[src/rtl/execute_stage_mc_if.sv]
// Decode-to-execute op bundle and execute-to-memory result bundle.
// master: drives op fields, hold/flush; slave: the execute stage.
interface execute_stage_mc_if #(
    parameter int DATA_W   = 32,
    parameter int PC_W     = 32,
    parameter int ADDR_W   = 5,
    parameter int ALU_OP_W = 3,
    parameter int NUM_BYP  = 2,
    parameter int CTRL_W   = 6,
    parameter int SEL_W    = $clog2(NUM_BYP + 1)
);
    logic                      in_valid_i;
    logic                      in_ready_o;
    logic                      hold_i;
    logic                      flush_i;
    logic [ALU_OP_W-1:0]       alu_op_i;
    logic                      alu_alt_i;
    logic                      has_imm_i;
    logic                      jump_i;
    logic                      muldiv_i;
    logic [1:0]                md_op_i;
    logic [CTRL_W-1:0]         ctrl_i;
    logic [DATA_W-1:0]         imm32_i;
    logic [PC_W-1:0]           pc_plus1_i;
    logic [DATA_W-1:0]         rf_data0_i;
    logic [DATA_W-1:0]         rf_data1_i;
    logic [ADDR_W-1:0]         rf_waddr_i;
    logic [NUM_BYP*DATA_W-1:0] byp_data_i;
    logic [SEL_W-1:0]          src0_sel_i;
    logic [SEL_W-1:0]          src1_sel_i;
    logic                      valid_o;
    logic [CTRL_W-1:0]         ctrl_o;
    logic [ADDR_W-1:0]         rf_waddr_o;
    logic [DATA_W-1:0]         result_o;
    logic [DATA_W-1:0]         mem_wdata_o;
    logic [PC_W-1:0]           pc_branch_o;
    logic                      busy_o;
    logic [ADDR_W-1:0]         rf_dst_o;

    modport master (
        output in_valid_i, hold_i, flush_i, alu_op_i, alu_alt_i,
        output has_imm_i, jump_i, muldiv_i, md_op_i, ctrl_i,
        output imm32_i, pc_plus1_i, rf_data0_i, rf_data1_i,
        output rf_waddr_i, byp_data_i, src0_sel_i, src1_sel_i,
        input  in_ready_o, valid_o, ctrl_o, rf_waddr_o, result_o,
        input  mem_wdata_o, pc_branch_o, busy_o, rf_dst_o
    );

    modport slave (
        input  in_valid_i, hold_i, flush_i, alu_op_i, alu_alt_i,
        input  has_imm_i, jump_i, muldiv_i, md_op_i, ctrl_i,
        input  imm32_i, pc_plus1_i, rf_data0_i, rf_data1_i,
        input  rf_waddr_i, byp_data_i, src0_sel_i, src1_sel_i,
        output in_ready_o, valid_o, ctrl_o, rf_waddr_o, result_o,
        output mem_wdata_o, pc_branch_o, busy_o, rf_dst_o
    );
endinterface

[src/rtl/execute_stage_mc.sv]
// Execute stage: NUM_BYP-way operand bypass, single-cycle ALU, and an
// optional iterative mul/div unit (macro EXEC_MULDIV_EN).
// Ports: clk, reset (async, active-low), bus (execute_stage_mc_if.slave).
// Without EXEC_MULDIV_EN, muldiv ops retire in one cycle with result 0.
module execute_stage_mc #(
    parameter int DATA_W   = 32,
    parameter int PC_W     = 32,
    parameter int ADDR_W   = 5,
    parameter int ALU_OP_W = 3,
    parameter int NUM_BYP  = 2,
    parameter int CTRL_W   = 6,
    parameter int SEL_W    = $clog2(NUM_BYP + 1)
) (
    input logic               clk,
    input logic               reset,
    execute_stage_mc_if.slave bus
);
    localparam int SH_W = $clog2(DATA_W);

    logic [DATA_W-1:0] w_src0;
    logic [DATA_W-1:0] w_fwd1;
    logic [DATA_W-1:0] w_src1;
    logic [DATA_W-1:0] w_alu;
    logic [DATA_W-1:0] w_sc_res;
    logic [SH_W-1:0]   w_shamt;
    logic [PC_W-1:0]   w_pc_ret;
    logic [PC_W-1:0]   w_pcb;
    logic              w_ready;
    logic              w_accept;
    logic              w_go_busy;

    logic              r_valid;
    logic [CTRL_W-1:0] r_ctrl;
    logic [ADDR_W-1:0] r_waddr;
    logic [DATA_W-1:0] r_result;
    logic [DATA_W-1:0] r_wdata;
    logic [PC_W-1:0]   r_pcb;

    // Code 0 picks RF, code k picks bypass slice k-1, anything above is 0.
    function automatic logic [DATA_W-1:0] f_sel(
        input logic [SEL_W-1:0]          sel,
        input logic [DATA_W-1:0]         rf,
        input logic [NUM_BYP*DATA_W-1:0] byp
    );
        logic [DATA_W-1:0] v;
        v = '0;
        if (sel == '0) v = rf;
        for (int k = 1; k <= NUM_BYP; k++) begin
            if (sel == SEL_W'(k)) v = byp[(k-1)*DATA_W +: DATA_W];
        end
        return v;
    endfunction

    always_comb begin
        w_src0 = f_sel(bus.src0_sel_i, bus.rf_data0_i, bus.byp_data_i);
        w_fwd1 = f_sel(bus.src1_sel_i, bus.rf_data1_i, bus.byp_data_i);
        w_src1 = bus.has_imm_i ? bus.imm32_i : w_fwd1;
    end

    assign w_shamt = w_src1[SH_W-1:0];

    always_comb begin
        w_alu = '0;
        case (bus.alu_op_i)
            ALU_OP_W'(0): begin
                if (bus.alu_alt_i) w_alu = w_src0 - w_src1;
                else               w_alu = w_src0 + w_src1;
            end
            ALU_OP_W'(1): w_alu = w_src0 << w_shamt;
            ALU_OP_W'(2): w_alu = {{(DATA_W-1){1'b0}},
                                   ($signed(w_src0) < $signed(w_src1))};
            ALU_OP_W'(3): w_alu = {{(DATA_W-1){1'b0}}, (w_src0 < w_src1)};
            ALU_OP_W'(4): w_alu = w_src0 ^ w_src1;
            ALU_OP_W'(5): begin
                if (bus.alu_alt_i)
                    w_alu = DATA_W'($signed(w_src0) >>> w_shamt);
                else
                    w_alu = w_src0 >> w_shamt;
            end
            ALU_OP_W'(6): w_alu = w_src0 | w_src1;
            default:      w_alu = w_src0 & w_src1;
        endcase
    end

    assign w_pc_ret = bus.pc_plus1_i + PC_W'(1);
    assign w_pcb    = (bus.has_imm_i && bus.jump_i) ? PC_W'(w_alu)
                    : bus.pc_plus1_i + PC_W'(bus.imm32_i);

`ifdef EXEC_MULDIV_EN
    localparam int CNT_W = $clog2(DATA_W);

    typedef enum logic {S_IDLE, S_BUSY} state_t;

    state_t              r_state;
    logic [CNT_W-1:0]    r_cnt;
    logic [1:0]          r_md_op;
    logic [DATA_W-1:0]   r_dvsr;
    logic [2*DATA_W-1:0] r_acc;
    logic [CTRL_W-1:0]   r_md_ctrl;
    logic [ADDR_W-1:0]   r_md_waddr;
    logic [DATA_W-1:0]   r_md_wdata;
    logic [PC_W-1:0]     r_md_pcb;

    logic [DATA_W:0]     w_sum;
    logic [DATA_W:0]     w_trial;
    logic [2*DATA_W-1:0] w_acc_nxt;
    logic [DATA_W-1:0]   w_md_res;

    // r_acc = {high, low}. Multiply: low starts as multiplier, partial
    // sums enter high and everything shifts right. Divide: low starts as
    // dividend, high is the running remainder; quotient bits shift into
    // low. A zero divisor never borrows, giving all-ones quotient and the
    // dividend as remainder without special casing.
    always_comb begin
        w_sum = {1'b0, r_acc[2*DATA_W-1:DATA_W]}
              + (r_acc[0] ? {1'b0, r_dvsr} : '0);
        w_trial = r_acc[2*DATA_W-1:DATA_W-1] - {1'b0, r_dvsr};
        w_acc_nxt = {r_acc[2*DATA_W-2:0], 1'b0};
        if (!r_md_op[1])
            w_acc_nxt = {w_sum, r_acc[DATA_W-1:1]};
        else if (!w_trial[DATA_W])
            w_acc_nxt = {w_trial[DATA_W-1:0], r_acc[DATA_W-2:0], 1'b1};
    end

    always_comb begin
        w_md_res = w_acc_nxt[DATA_W-1:0];
        if (r_md_op[0]) w_md_res = w_acc_nxt[2*DATA_W-1:DATA_W];
    end

    assign w_ready   = (r_state == S_IDLE) && !bus.hold_i;
    assign w_go_busy = bus.muldiv_i;
    assign w_sc_res  = bus.jump_i ? DATA_W'(w_pc_ret) : w_alu;
    assign bus.busy_o = (r_state == S_BUSY);
`else
    logic w_unused_md;

    assign w_unused_md = ^bus.md_op_i;
    assign w_ready     = !bus.hold_i;
    assign w_go_busy   = 1'b0;
    assign w_sc_res    = bus.muldiv_i ? '0
                       : bus.jump_i ? DATA_W'(w_pc_ret) : w_alu;
    assign bus.busy_o  = 1'b0;
`endif

    assign w_accept = bus.in_valid_i && w_ready && !bus.flush_i;

    always_ff @(posedge clk or negedge reset) begin
        if (!reset) begin
            r_valid    <= 1'b0;
            r_ctrl     <= '0;
            r_waddr    <= '0;
            r_result   <= '0;
            r_wdata    <= '0;
            r_pcb      <= '0;
`ifdef EXEC_MULDIV_EN
            r_state    <= S_IDLE;
            r_cnt      <= '0;
            r_md_op    <= '0;
            r_dvsr     <= '0;
            r_acc      <= '0;
            r_md_ctrl  <= '0;
            r_md_waddr <= '0;
            r_md_wdata <= '0;
            r_md_pcb   <= '0;
`endif
        end else if (bus.flush_i) begin
            r_valid <= 1'b0;
`ifdef EXEC_MULDIV_EN
            r_state <= S_IDLE;
`endif
        end else if (!bus.hold_i) begin
            r_valid <= 1'b0;
            if (w_accept && !w_go_busy) begin
                r_valid  <= 1'b1;
                r_ctrl   <= bus.ctrl_i;
                r_waddr  <= bus.rf_waddr_i;
                r_result <= w_sc_res;
                r_wdata  <= w_fwd1;
                r_pcb    <= w_pcb;
            end
`ifdef EXEC_MULDIV_EN
            if (w_accept && w_go_busy) begin
                r_state    <= S_BUSY;
                r_cnt      <= CNT_W'(DATA_W - 1);
                r_md_op    <= bus.md_op_i;
                r_dvsr     <= w_src1;
                r_acc      <= {{DATA_W{1'b0}}, w_src0};
                r_md_ctrl  <= bus.ctrl_i;
                r_md_waddr <= bus.rf_waddr_i;
                r_md_wdata <= w_fwd1;
                r_md_pcb   <= w_pcb;
            end
            if (r_state == S_BUSY) begin
                r_acc <= w_acc_nxt;
                r_cnt <= r_cnt - 1'b1;
                if (r_cnt == '0) begin
                    r_state  <= S_IDLE;
                    r_valid  <= 1'b1;
                    r_ctrl   <= r_md_ctrl;
                    r_waddr  <= r_md_waddr;
                    r_result <= w_md_res;
                    r_wdata  <= r_md_wdata;
                    r_pcb    <= r_md_pcb;
                end
            end
`endif
        end
    end

    assign bus.in_ready_o  = w_ready;
    assign bus.valid_o     = r_valid;
    assign bus.ctrl_o      = r_ctrl;
    assign bus.rf_waddr_o  = r_waddr;
    assign bus.result_o    = r_result;
    assign bus.mem_wdata_o = r_wdata;
    assign bus.pc_branch_o = r_pcb;
    assign bus.rf_dst_o    = bus.rf_waddr_i;
endmodule

[src/flat_wrapper.sv]
// flat-port wrapper written by rule: the top's interface ports become plain ports
module execute_stage_mc_flat 
#(
    parameter int DATA_W   = 32,
    parameter int PC_W     = 32,
    parameter int ADDR_W   = 5,
    parameter int ALU_OP_W = 3,
    parameter int NUM_BYP  = 2,
    parameter int CTRL_W   = 6,
    parameter int SEL_W    = $clog2(NUM_BYP + 1)
)
  (clk, reset, bus_in_valid_i, bus_hold_i, bus_flush_i, bus_alu_op_i, bus_alu_alt_i, bus_has_imm_i, bus_jump_i, bus_muldiv_i, bus_md_op_i, bus_ctrl_i, bus_imm32_i, bus_pc_plus1_i, bus_rf_data0_i, bus_rf_data1_i, bus_rf_waddr_i, bus_byp_data_i, bus_src0_sel_i, bus_src1_sel_i, bus_in_ready_o, bus_valid_o, bus_ctrl_o, bus_rf_waddr_o, bus_result_o, bus_mem_wdata_o, bus_pc_branch_o, bus_busy_o, bus_rf_dst_o);
  execute_stage_mc_if #(.DATA_W(DATA_W), .PC_W(PC_W), .ADDR_W(ADDR_W), .ALU_OP_W(ALU_OP_W), .NUM_BYP(NUM_BYP), .CTRL_W(CTRL_W), .SEL_W(SEL_W)) bus_i ();
  input logic clk;
  input logic reset;
  input wire logic [$bits(bus_i.in_valid_i)-1:0] bus_in_valid_i;
  input wire logic [$bits(bus_i.hold_i)-1:0] bus_hold_i;
  input wire logic [$bits(bus_i.flush_i)-1:0] bus_flush_i;
  input wire logic [$bits(bus_i.alu_op_i)-1:0] bus_alu_op_i;
  input wire logic [$bits(bus_i.alu_alt_i)-1:0] bus_alu_alt_i;
  input wire logic [$bits(bus_i.has_imm_i)-1:0] bus_has_imm_i;
  input wire logic [$bits(bus_i.jump_i)-1:0] bus_jump_i;
  input wire logic [$bits(bus_i.muldiv_i)-1:0] bus_muldiv_i;
  input wire logic [$bits(bus_i.md_op_i)-1:0] bus_md_op_i;
  input wire logic [$bits(bus_i.ctrl_i)-1:0] bus_ctrl_i;
  input wire logic [$bits(bus_i.imm32_i)-1:0] bus_imm32_i;
  input wire logic [$bits(bus_i.pc_plus1_i)-1:0] bus_pc_plus1_i;
  input wire logic [$bits(bus_i.rf_data0_i)-1:0] bus_rf_data0_i;
  input wire logic [$bits(bus_i.rf_data1_i)-1:0] bus_rf_data1_i;
  input wire logic [$bits(bus_i.rf_waddr_i)-1:0] bus_rf_waddr_i;
  input wire logic [$bits(bus_i.byp_data_i)-1:0] bus_byp_data_i;
  input wire logic [$bits(bus_i.src0_sel_i)-1:0] bus_src0_sel_i;
  input wire logic [$bits(bus_i.src1_sel_i)-1:0] bus_src1_sel_i;
  output wire logic [$bits(bus_i.in_ready_o)-1:0] bus_in_ready_o;
  output wire logic [$bits(bus_i.valid_o)-1:0] bus_valid_o;
  output wire logic [$bits(bus_i.ctrl_o)-1:0] bus_ctrl_o;
  output wire logic [$bits(bus_i.rf_waddr_o)-1:0] bus_rf_waddr_o;
  output wire logic [$bits(bus_i.result_o)-1:0] bus_result_o;
  output wire logic [$bits(bus_i.mem_wdata_o)-1:0] bus_mem_wdata_o;
  output wire logic [$bits(bus_i.pc_branch_o)-1:0] bus_pc_branch_o;
  output wire logic [$bits(bus_i.busy_o)-1:0] bus_busy_o;
  output wire logic [$bits(bus_i.rf_dst_o)-1:0] bus_rf_dst_o;
  assign bus_i.in_valid_i = bus_in_valid_i;
  assign bus_i.hold_i = bus_hold_i;
  assign bus_i.flush_i = bus_flush_i;
  assign bus_i.alu_op_i = bus_alu_op_i;
  assign bus_i.alu_alt_i = bus_alu_alt_i;
  assign bus_i.has_imm_i = bus_has_imm_i;
  assign bus_i.jump_i = bus_jump_i;
  assign bus_i.muldiv_i = bus_muldiv_i;
  assign bus_i.md_op_i = bus_md_op_i;
  assign bus_i.ctrl_i = bus_ctrl_i;
  assign bus_i.imm32_i = bus_imm32_i;
  assign bus_i.pc_plus1_i = bus_pc_plus1_i;
  assign bus_i.rf_data0_i = bus_rf_data0_i;
  assign bus_i.rf_data1_i = bus_rf_data1_i;
  assign bus_i.rf_waddr_i = bus_rf_waddr_i;
  assign bus_i.byp_data_i = bus_byp_data_i;
  assign bus_i.src0_sel_i = bus_src0_sel_i;
  assign bus_i.src1_sel_i = bus_src1_sel_i;
  assign bus_in_ready_o = bus_i.in_ready_o;
  assign bus_valid_o = bus_i.valid_o;
  assign bus_ctrl_o = bus_i.ctrl_o;
  assign bus_rf_waddr_o = bus_i.rf_waddr_o;
  assign bus_result_o = bus_i.result_o;
  assign bus_mem_wdata_o = bus_i.mem_wdata_o;
  assign bus_pc_branch_o = bus_i.pc_branch_o;
  assign bus_busy_o = bus_i.busy_o;
  assign bus_rf_dst_o = bus_i.rf_dst_o;
  execute_stage_mc #(.DATA_W(DATA_W), .PC_W(PC_W), .ADDR_W(ADDR_W), .ALU_OP_W(ALU_OP_W), .NUM_BYP(NUM_BYP), .CTRL_W(CTRL_W), .SEL_W(SEL_W)) u_core (.clk(clk), .reset(reset), .bus(bus_i));
endmodule
[config.mk]
export PLATFORM = sky130hd
export DESIGN_NAME = execute_stage_mc_flat
export DESIGN_NICKNAME = d
export VERILOG_FILES = /design/src/rtl/execute_stage_mc_if.sv /design/src/rtl/execute_stage_mc.sv /design/src/flat_wrapper.sv
export SDC_FILE = /design/constraint.sdc
export NUM_CORES = 1
export LEC_CHECK = 0
export CAP_MARGIN = 20
export CORE_MARGIN = 5
export CORE_UTILIZATION = 25
export CTS_BUF_LIST = sky130_fd_sc_hd__clkbuf_16
export DETAILED_ROUTE_END_ITERATION = 8
export HOLD_SLACK_MARGIN = 0.12
export SYNTH_ARGS = -nofsm -noshare
export SYNTH_HDL_FRONTEND = slang
export SYNTH_SLANG_ARGS = --single-unit
[constraint.sdc]
create_clock -name clk -period 1.4 [get_ports clk]
set_input_delay 0.42 -clock clk [delete_from_list [all_inputs] [get_ports clk]]
set_output_delay 0.42 -clock clk [all_outputs]
set_load 0.1 [all_outputs]
==> metrics.txt <==
total core area about 0.068 mm²; Post-Synthesis Cells 2365; fin area 0.0331 mm²; FF-to-FF Start u_core.bus.pc_branch_o[29]; Max Clk Rate between 0.2 and 0.25 GHz; number of global-route vias before repair between 20000 and 25000; Die H ~270 µm; Worst Path Arrival 4.29 ns; Reg2Reg Depth 3; crit share post-route 287%; Distinct cells, synth 86; setup_tns -152.77 ns; slew margin rel. around 48%; HP Start bus_flush_i; Final #Nets around 3900; CP endpoint kind flip-flop; min Tclk post-route just over 4 ns; RSZ-0062 raised after global routing yes; Root Driver clkbuf_16; Starting Density 25.1%; grt ovf 0; Setup Crit Path Kind primary input to flip-flop; worst-case clock buffer depth 2; final cell count without fillers 4407; max-slew violation count 0; failing checks setup timing; Die W roughly 270 µm; TritonCTS clock tree yes; Inst Count DP 4255; vias after detailed routing about 24000; status complete, but fails checks; reg2reg setup slack approximately 0.15 ns; Post-Route Skew 0 ns; fraction of layout cells with a size suffix above 1 between 40 and 50%; Setup crit end u_core.bus.pc_branch_o[10]; RR Endpoint u_core.bus.pc_branch_o[29]; post-synthesis sequential area ratio between 10% and 20%; First-pass DRT Iterations 7; hold crit path type primary input to flip-flop; Synth Flop Type dfrtp_1; Area Growth Syn to Fin 92.8%; Leakage ~15 nW; post-route ant nets 0; Tightest Pin Transition slightly below 0.8 ns; Synthesized Nets between 2000 and 3000; row cnt 96; Final setup viols ~180; Post-DP Area 0.0288 mm²; n_diodes 0; post-detail-place hpwl 89.6 mm; EDFF count, synth 0; Mapped Area approximately 0.017 mm²; Max rail drop VDD about 0.64 mV; Post-Route WL approximately 110 mm; CTS buffer count 9; PD cells between 900 and 1000 mW/mm²; worst endpoint required time approximately 1.7 ns; DR WL/cell approximately 25 µm; YS warnings 0; worst setup path startpoint bus_byp_data_i[4]; initial DRC count around 2700; Die ar. 0.0741 mm²; first-pass GRT wire length between 150 and 200 mm; Worst Setup Start Kind primary input; critical path peak fanout 5; fin util 48.5%; clk_lat worst skew 0.39 ns; # DRC 0; max_cap viols 0; GRT Total Usage between 20% and 30%; # IOs about 340; Post-synth ARST share 100%; CTS sink cnt ~110; number of port buffers between 300 and 400; Worst-path clk slew 0.09 ns; synthesized area per cell about 7.3 µm²; largest net degree at the start of global routing 59; Seq cells post-synth around 110; Hold Fails Final Rpt 0; Vias/cell 5.55; H-tree depth 3; initial antenna violation count 3; Placer Congestion 1.04; Place WS -3.40 ns; fin worst setup slack -2.62 ns
==> cell usage in the layout, fill, tap and decap left out, types with 14 or more instances in the layout <==
cell type	n
buf_4	864
nand2_1	300
clkdlybuf4s50_1	193
nor2_1	185
mux2i_1	165
buf_12	144
a21oi_1	120
inv_1	108
ha_1	107
dfrtp_1	90
o21ai_0	89
buf_6	76
o21ai_1	51
nand3_1	41
a22oi_1	39
nor3_1	39
o21ai_2	38
o211ai_1	36
a21o_1	35
o22ai_1	35
xnor2_1	34
nand2b_1	27
mux2i_4	26
mux2i_2	24
a21oi_2	23
xor2_1	22
ha_4	21
o2bb2ai_1	20
mux2_2	19
mux2_4	18
and2_1	18
dfrtp_2	18
nor2b_1	15
a31oi_1	15
a211oi_1	15
dlygate4sd2_1	15
o2bb2ai_2	14
and3_1	14
==> final cells by class <==
cell class | instances | area [µm²]
tap | 882 | 1100
multi-input combinational | 1971 | 15900
fill | 6401 | 35200
sequential | 108 | 2730
clock inverter | 6 | 105
timing repair buffer | 1313 | 12600
clock buffer | 9 | 225
inverter | 118 | 459
==> cell families after synthesis <==
logic type / count (synthesis) / synth area share, %
AND/OR/NAND/NOR: 757 / 19.8
other: 1 / 0.0218
flip-flops: 108 / 15.7
buffers and inverters: 287 / 6.85
multiplexers: 252 / 15.1
AO/OA/AOI/OAI: 761 / 29.4
XOR/XNOR: 67 / 3.42
adder cells (fa/ha/maj): 132 / 9.74
==> registers in the layout, summed over array words and instances (netlist names) <==
| register | flops |
|---|---|
| u_core.bus.rf_waddr_o | 5 |
| u_core.bus.valid_o | 1 |
| u_core.bus.result_o | 32 |
| u_core.bus.ctrl_o | 6 |
| u_core.bus.mem_wdata_o | 32 |
| u_core.bus.pc_branch_o | 32 |
==> how the worst min path moves through the flow <==
stage | cells after the start | endpoint | slack (ns)
after CTS | 2 | u_core.bus.valid_o | 0.35
after global routing | 2 | u_core.bus.valid_o | 0.37
final | 2 | u_core.bus.valid_o | 0.35
after floorplan | 0 | u_core.bus.ctrl_o[0] | 0.12
after detailed placement | 1 | u_core.bus.result_o[14] | 0.30
after global placement | 1 | u_core.bus.result_o[14] | 0.30
==> routing by layer <==
layer | share of wire (%) | GRT usage (%)
met5 | 0.031 | 0
met3 | 9.5 | 5.23
met1 | 40 | 36.7
met4 | 7.0 | 15.3
met2 | 43 | 42.9
==> worst max-delay path: stages <==
cell,delay (ns)
clkdlybuf4s50_1,0.45
mux2i_1,0.30
buf_4,0.19
o211a_4,0.19
buf_4,0.12
inv_2,0.04
ha_1,0.26
buf_4,0.18
nor3_2,0.36
a211oi_2,0.13
o21ai_1,0.18
a22oi_2,0.09
mux2_4,0.34
a211o_1,0.27
or3_4,0.41
a221oi_2,0.28
nor2_1,0.07
==> cells in the mapped netlist (9+ instances only) <==
| library cell | instances | share of area (%) |
|---|---|---|
| a211o_1 | 9 | 0.46 |
| a211oi_1 | 28 | 1.2 |
| a21o_1 | 36 | 1.6 |
| a21oi_1 | 156 | 4.5 |
| a221oi_1 | 10 | 0.51 |
| a22o_1 | 11 | 0.56 |
| a22oi_1 | 42 | 1.8 |
| a31oi_1 | 26 | 0.95 |
| and2_1 | 19 | 0.69 |
| and3_1 | 14 | 0.51 |
| buf_1 | 16 | 0.35 |
| buf_2 | 21 | 0.61 |
| clkbuf_1 | 119 | 2.6 |
| dfrtp_1 | 108 | 16 |
| ha_1 | 129 | 9.4 |
| inv_1 | 114 | 2.5 |
| mux2_2 | 36 | 2.4 |
| mux2i_1 | 212 | 12 |
| nand2_1 | 313 | 6.8 |
| nand2b_1 | 30 | 1.1 |
| nand3_1 | 44 | 1.3 |
| nand4_1 | 13 | 0.47 |
| nor2_1 | 196 | 4.3 |
| nor2b_1 | 19 | 0.69 |
| nor3_1 | 47 | 1.4 |
| nor4_1 | 14 | 0.51 |
| o2111ai_1 | 13 | 0.66 |
| o211ai_1 | 36 | 1.6 |
| o21a_1 | 13 | 0.57 |
| o21ai_0 | 161 | 4.7 |
| o21ai_1 | 24 | 0.70 |
| o21bai_1 | 11 | 0.48 |
| o221ai_1 | 11 | 0.56 |
| o22ai_1 | 42 | 1.5 |
| o2bb2ai_1 | 36 | 1.8 |
| o31ai_1 | 20 | 0.87 |
| or2_2 | 11 | 0.40 |
| or3_1 | 12 | 0.44 |
| xnor2_1 | 44 | 2.2 |
| xor2_1 | 23 | 1.2 |
==> what timing repair did <==
item,CTS,global route
hold buffers,1,0
buffers inserted,92,61
setup endpoints to repair,221,201
cloned,7,0
gates resized for setup,388,236
hold endpoints to repair,8,0
pin swaps,99,140
==> metrics by stage <==
stage	power, W	hold slack [ns]
2_1_floorplan	0.0144	0.124
3_3_place_gp	0.0243	0.303
3_5_place_dp	0.0243	0.302
4_1_cts	0.0292	0.350
5_1_grt	0.0316	0.367
6_report	0.0307	0.349
==> power by group <==
group	switching, W	total (W)	internal, W	leakage, nW
Combinational	0.0132	0.0232	0.0100	13.5
Sequential	0.000767	0.00446	0.00370	1.35
Clock	0.00142	0.00302	0.00160	0.161
Total	0.0154	0.0307	0.0153	15.1
Power figures use the tool's default switching activity.
